==> src/rtl/tmds_ddr_word_aligner_if.sv <==
// Bit-pair input and aligned-word output bundle of the TMDS word aligner.
// The bench drives through master; the aligner sits on slave.
interface tmds_ddr_word_aligner_if;
   logic [1:0] din;
   logic       resync;
   logic [9:0] word_out;
   logic       word_valid;
   logic       locked;
   logic [3:0] bit_offset;
   logic       token_hit;

   modport master (
      output din, resync,
      input  word_out, word_valid, locked, bit_offset, token_hit
   );

   modport slave (
      input  din, resync,
      output word_out, word_valid, locked, bit_offset, token_hit
   );
endinterface

==> src/rtl/tmds_ddr_word_aligner.sv <==
// Builds 10-bit TMDS words from IDDR bit pairs and finds word alignment by
// slipping one bit at a time until HDMI control tokens appear consistently.
module tmds_ddr_word_aligner #(
   parameter int unsigned SEARCH_WORDS = 16,
   parameter int unsigned LOCK_TOKENS  = 8,
   parameter int unsigned LOSS_WORDS   = 2048
) (
   input logic                    clk,
   input logic                    reset,
   tmds_ddr_word_aligner_if.slave bus
);
   localparam int unsigned MISS_W = $clog2(SEARCH_WORDS + 1);
   localparam int unsigned HIT_W  = $clog2(LOCK_TOKENS + 1);
   localparam int unsigned LOSS_W = $clog2(LOSS_WORDS + 1);
   localparam logic [MISS_W-1:0] MISS_LAST = MISS_W'(SEARCH_WORDS - 1);
   localparam logic [HIT_W-1:0]  HIT_LAST  = HIT_W'(LOCK_TOKENS - 1);
   localparam logic [LOSS_W-1:0] LOSS_LAST = LOSS_W'(LOSS_WORDS - 1);

   typedef enum logic [1:0] {SEARCH, VERIFY, LOCKED} state_t;

   state_t            r_state;
   logic [19:0]       r_sr;
   logic [2:0]        r_phase;
   logic [3:0]        r_offset;
   logic [MISS_W-1:0] r_miss;
   logic [HIT_W-1:0]  r_hit;
   logic [LOSS_W-1:0] r_loss;
   logic [9:0]        r_word;
   logic              r_valid;
   logic              r_token;
   logic              r_locked;

   logic [19:0] w_sr_nx;
   logic [9:0]  w_word;
   logic        w_token;
   logic        w_eval;
   logic [3:0]  w_offset_inc;

   // Oldest bit sits at index 0, so an offset selects a window from the past.
   assign w_sr_nx      = {bus.din[1], bus.din[0], r_sr[19:2]};
   assign w_word       = w_sr_nx[r_offset +: 10];
   assign w_token      = (w_word == 10'h354) || (w_word == 10'h0AB) ||
                         (w_word == 10'h154) || (w_word == 10'h2AB);
   assign w_eval       = (r_phase == 3'd4);
   assign w_offset_inc = (r_offset == 4'd9) ? 4'd0 : r_offset + 4'd1;

   always_ff @(posedge clk) begin
      if (reset) begin
         r_sr    <= '0;
         r_phase <= '0;
         r_word  <= '0;
         r_valid <= 1'b0;
         r_token <= 1'b0;
      end else begin
         r_sr    <= w_sr_nx;
         r_valid <= w_eval;
         if (w_eval) begin
            r_phase <= '0;
            r_word  <= w_word;
            r_token <= w_token;
         end else begin
            r_phase <= r_phase + 3'd1;
         end
      end
   end

   // resync overrides the per-word evaluation even when both land on the same edge.
   always_ff @(posedge clk) begin
      if (reset) begin
         r_state  <= SEARCH;
         r_offset <= '0;
         r_miss   <= '0;
         r_hit    <= '0;
         r_loss   <= '0;
         r_locked <= 1'b0;
      end else if (bus.resync) begin
         r_state  <= SEARCH;
         r_offset <= w_offset_inc;
         r_miss   <= '0;
         r_hit    <= '0;
         r_loss   <= '0;
         r_locked <= 1'b0;
      end else if (w_eval) begin
         case (r_state)
            SEARCH: begin
               if (w_token) begin
                  r_state <= VERIFY;
                  r_hit   <= HIT_W'(1);
                  r_miss  <= '0;
               end else if (r_miss >= MISS_LAST) begin
                  r_offset <= w_offset_inc;
                  r_miss   <= '0;
               end else begin
                  r_miss <= r_miss + 1'b1;
               end
            end
            VERIFY: begin
               if (!w_token) begin
                  r_state <= SEARCH;
                  r_hit   <= '0;
                  r_miss  <= '0;
               end else if (r_hit >= HIT_LAST) begin
                  r_state  <= LOCKED;
                  r_hit    <= '0;
                  r_loss   <= '0;
                  r_locked <= 1'b1;
               end else begin
                  r_hit <= r_hit + 1'b1;
               end
            end
            LOCKED: begin
               if (w_token) begin
                  r_loss <= '0;
               end else if (r_loss >= LOSS_LAST) begin
                  r_state  <= SEARCH;
                  r_loss   <= '0;
                  r_miss   <= '0;
                  r_hit    <= '0;
                  r_locked <= 1'b0;
               end else begin
                  r_loss <= r_loss + 1'b1;
               end
            end
            default: begin
               r_state  <= SEARCH;
               r_locked <= 1'b0;
            end
         endcase
      end
   end

   assign bus.word_out   = r_word;
   assign bus.word_valid = r_valid;
   assign bus.token_hit  = r_token;
   assign bus.locked     = r_locked;
   assign bus.bit_offset = r_offset;
endmodule

==> src/flat_wrapper.sv <==
// flat-port wrapper written by rule: the top's interface ports become plain ports
module tmds_ddr_word_aligner_flat 
#(
   parameter int unsigned SEARCH_WORDS = 16,
   parameter int unsigned LOCK_TOKENS  = 8,
   parameter int unsigned LOSS_WORDS   = 2048
)
  (clk, reset, bus_din, bus_resync, bus_word_out, bus_word_valid, bus_locked, bus_bit_offset, bus_token_hit);
  tmds_ddr_word_aligner_if bus_i ();
  input logic clk;
  input logic reset;
  input wire logic [$bits(bus_i.din)-1:0] bus_din;
  input wire logic [$bits(bus_i.resync)-1:0] bus_resync;
  output wire logic [$bits(bus_i.word_out)-1:0] bus_word_out;
  output wire logic [$bits(bus_i.word_valid)-1:0] bus_word_valid;
  output wire logic [$bits(bus_i.locked)-1:0] bus_locked;
  output wire logic [$bits(bus_i.bit_offset)-1:0] bus_bit_offset;
  output wire logic [$bits(bus_i.token_hit)-1:0] bus_token_hit;
  assign bus_i.din = bus_din;
  assign bus_i.resync = bus_resync;
  assign bus_word_out = bus_i.word_out;
  assign bus_word_valid = bus_i.word_valid;
  assign bus_locked = bus_i.locked;
  assign bus_bit_offset = bus_i.bit_offset;
  assign bus_token_hit = bus_i.token_hit;
  tmds_ddr_word_aligner #(.SEARCH_WORDS(SEARCH_WORDS), .LOCK_TOKENS(LOCK_TOKENS), .LOSS_WORDS(LOSS_WORDS)) u_core (.clk(clk), .reset(reset), .bus(bus_i));
endmodule
==> config.mk <==
export PLATFORM = sky130hd
export DESIGN_NAME = tmds_ddr_word_aligner_flat
export DESIGN_NICKNAME = d
export VERILOG_FILES = /design/src/rtl/tmds_ddr_word_aligner_if.sv /design/src/rtl/tmds_ddr_word_aligner.sv /design/src/flat_wrapper.sv
export SDC_FILE = /design/constraint.sdc
export NUM_CORES = 1
export LEC_CHECK = 0
export CAP_MARGIN = 40
export CORE_UTILIZATION = 50
export CTS_BUF_LIST = sky130_fd_sc_hd__clkbuf_4
export CTS_CLUSTER_SIZE = 10
export DETAILED_ROUTE_END_ITERATION = 6
export PLACE_DENSITY = 0.73
export SYNTH_ARGS = -nofsm -noshare
export SYNTH_HDL_FRONTEND = slang
export SYNTH_SLANG_ARGS = --single-unit
==> constraint.sdc <==
create_clock -name clk -period 3.1 [get_ports clk]
set_input_delay 0.465 -clock clk [delete_from_list [all_inputs] [get_ports clk]]
set_output_delay 0.465 -clock clk [all_outputs]
set_load 0.02 [all_outputs]
==> summary.md <==
| Metric | Value |
|---|---|
| Status | `finished, final reports clean` |
| Max_slew headroom | `between 50% and 60%` |
| Mapped cell area | `3670 µm²` |
| P_leak | `approximately 1.6 nW` |
| Pwr dens | `between 300 and 400 nW/µm²` |
| Synth unique cells | `62` |
| Routability cong. | `0.886` |
| Number of I/O pins | `22` |
| Clk slew on worst S/H paths | `between 0.1 and 0.15 ns` |
| Vias in the first global route | `roughly 3,000` |
| Tot GR Track Use | `23.7%` |
| Fin util | `~65%` |
| Antenna diode count | `0` |
| Final number of setup-violating endpoints | `0` |
| WHS | `0.461 ns` |
| Routed len/inst | `15.8 µm` |
| Number of enable flip-flop cells after synthesis | `0` |
| Hold Startpoint | `u_core.bus.word_out[1]` |
| Hold EP | `u_core.bus.word_out[1]` |
| Dpl ws | `-0.384 ns` |
| Sum Neg Setup Slack | `0 ns` |
| Clk Tree Root Cell | `clkbuf_4` |
| Yosys reg bits | `61` |
| CP Data Arrival Time | `~3.4 ns` |
| Hold buffers post-CTS | `0` |
| Synth Warn # | `0` |
| Fill count | `between 500 and 600` |
| Port Buffers | `21` |
| Fin crit share | `between 90% and 100%` |
| Synth area leaders | `dfxtp_1, mux4_2, nor2b_1` |
| Initial antenna violation count | `0` |
| Slew Limit Fails | `0` |
| Top FF cell, synth | `dfxtp_1` |
| FF/Latch Area | `between 1000 and 1500 µm²` |
| RSZ-0062 raised after global routing | `true` |
| Kind of end point of the critical path | `flop` |
| Routed Antenna Nets | `0` |
| Vias per cell | `5.77` |
| Hold/Removal Path Class | `reg2reg` |
| Placed Area | `4200 µm²` |
| Sequential share of the synthesized area | `about a third` |
| Sink Count | `61` |
| Synthesized net count | `403` |
| DR vias | `3,152` |
| Area of the multi-input gates | `between 2000 and 2500 µm²` |
| Largest net degree at the start of global routing | `38` |
| Layout Cells excl Fill | `around 550` |
| Overflow after GRT | `0` |
| DP HPWL | `between 6 and 7 mm` |
| Clk_lat worst skew | `about 0.42 ns` |
| Die W | `87.7 µm` |
| Required time of the critical path | `between 3 and 4 ns` |
| Area share of the largest cell type after synthesis | `about 33%` |
| R2r setup slk | `roughly 0.067 ns` |
| Fmax | `0.330 GHz` |
| Syn Area/Cell | `around 9.5 µm²` |
| VDD IR max | `between 0.2 and 0.3 mV` |
| CTS buffer count | `9` |
| Routed wire length | `roughly 8.6 mm` |
| CTS tree | `yes` |
| Initial core utilization | `about 53%` |
| Ratio of cells with drive above 1 in the final layout | `between 20 and 25%` |
| Layout Area Growth over Synthesis | `22.0%` |
| Layout Cell Area excl Fill | `4480 µm²` |
| Post-synthesis async set-or-reset flop share | `0%` |
| Final hold vios | `0` |
| Critical path launch point type | `flop` |
| Final worst clock skew | `about 0.018 ns` |
| Max Cap Violations | `0` |
| Core area | `between 6000 and 7000 µm²` |
| Min cycle time layout | `3.03 ns` |
| Crit Reg-Reg Endpoint | `u_core.r_hit[0]` |
| Most common cell after layout, fill and taps aside | `dfxtp_1` |
| Actual slew at the worst max-slew pin | `roughly 0.70 ns` |
| Synth area leader | `dfxtp_1` |
| Max clock buf depth | `2` |
| Worst hold path cell count | `2` |
| Die height | `approximately 88 µm` |
| Critical path class | `reg2reg` |
| Nets | `approximately 460` |
| Remaining DRCs | `0` |
| Final Power | `1.52 mW` |
| Drt pass-1 iters | `4` |
| H-tree Lvls | `3` |
| Drt first-iter violations | `91` |
| Mapped Cells | `around 390` |
| Row cnt | `30` |
| Worst reg2reg path depth | `9` |
| Global-route wire length before repair | `between 10 and 15 mm` |
| Min setup slack post-route | `0.0669 ns` |
| Placed cell count | `roughly 520` |
| Commonest cells after routing, fill and taps aside | `dfxtp_1, buf_4, nor2_1` |
| Die area | `just under 8000 µm²` |
| R2R Path Start | `u_core.bus.bit_offset[0]` |
| Critical-path maximum fanout | `7` |
-- area by class of cell --
type,count,share of cell area (%)
Sequential cell,61,27.4
Clock inverter,5,1.17
Clock buffer,10,1.68
Timing Repair Buffer,69,13.8
Tap cell,96,2.68
Multi-Input combinational cell,288,51.8
Inverter,17,1.42
-- sequential cells by signal, indices dropped and copies added, names as in the netlist, 2 cells and up --
signal and flops:
u_core.r_miss 5, u_core.r_hit 4, u_core.bus.bit_offset 4, u_core.r_phase 3, u_core.r_loss 12, u_core.r_sr 18, u_core.r_state 2, u_core.bus.word_out 10
-- metal layers --
| layer | up-vias | GRT usage [%] | wire [µm] |
|---|---|---|---|
| met1 | 1526 | 28.7 | 3900 |
| met5 | - | 0 | 0 |
| met3 | 18 | 6.97 | 289 |
| met2 | 54 | 39.5 | 4210 |
| met4 | 0 | 9.99 | 209 |
| li1 | 1554 | - | - |
-- worst max path at each step --
stage                              from                to  slack, ns  depth (start not counted)
6_report       u_core.bus.bit_offset[0]   u_core.r_hit[0]       0.07                          9
3_5_place_dp                 bus_din[0]  u_core.r_loss[2]      -0.38                          9
5_1_grt        u_core.bus.bit_offset[0]   u_core.r_hit[2]      -0.05                          9
2_1_floorplan  u_core.bus.bit_offset[2]  u_core.r_loss[5]      0.009                         11
3_3_place_gp                 bus_din[0]  u_core.r_loss[2]      -0.31                          9
4_1_cts        u_core.bus.bit_offset[1]  u_core.r_loss[2]       0.02                          9
-- power breakdown --
| part | internal, mW | switching, mW |
|---|---|---|
| Combinational | 0.0883 | 0.0828 |
| Sequential | 0.795 | 0.0135 |
| Clock | 0.245 | 0.296 |
| Total | 1.13 | 0.392 |
-- what timing repair did --
item,CTS,global route
endpoints found under the setup margin,16,23
pin swaps,0,6
cloned,0,0
setup buffers,0,7
resized for setup,2,22
-- cells in the mapped netlist, types with 9 or more instances --
cell type,count
dfxtp_1,61
and2_1,10
a221o_1,9
mux4_2,18
inv_1,16
o21ai_0,9
nand3_1,11
a21oi_1,26
ha_1,10
nand2_1,25
nor2_1,33
mux2i_1,16
nor2b_1,27
clkbuf_1,10
-- logic make-up after synthesis --
logic type,count (synthesis),share of synthesized area [%]
simple gates,155,23.4
compound gates,82,16.3
flops,61,33.3
mux,41,18.1
buf+inv,39,5.59
fa+ha+maj,10,3.41
-- critical path, cell delays in order, from the launching register on --
cell and delay (ns):
dfxtp_4 0.38, buf_12 0.12, buf_6 0.09, mux4_2 0.52, mux4_2 0.52, nor4b_4 0.34
nand4_4 0.21, a31o_4 0.32, a2111o_1 0.34, a21oi_1 0.12
Power figures use the tool's default switching activity.
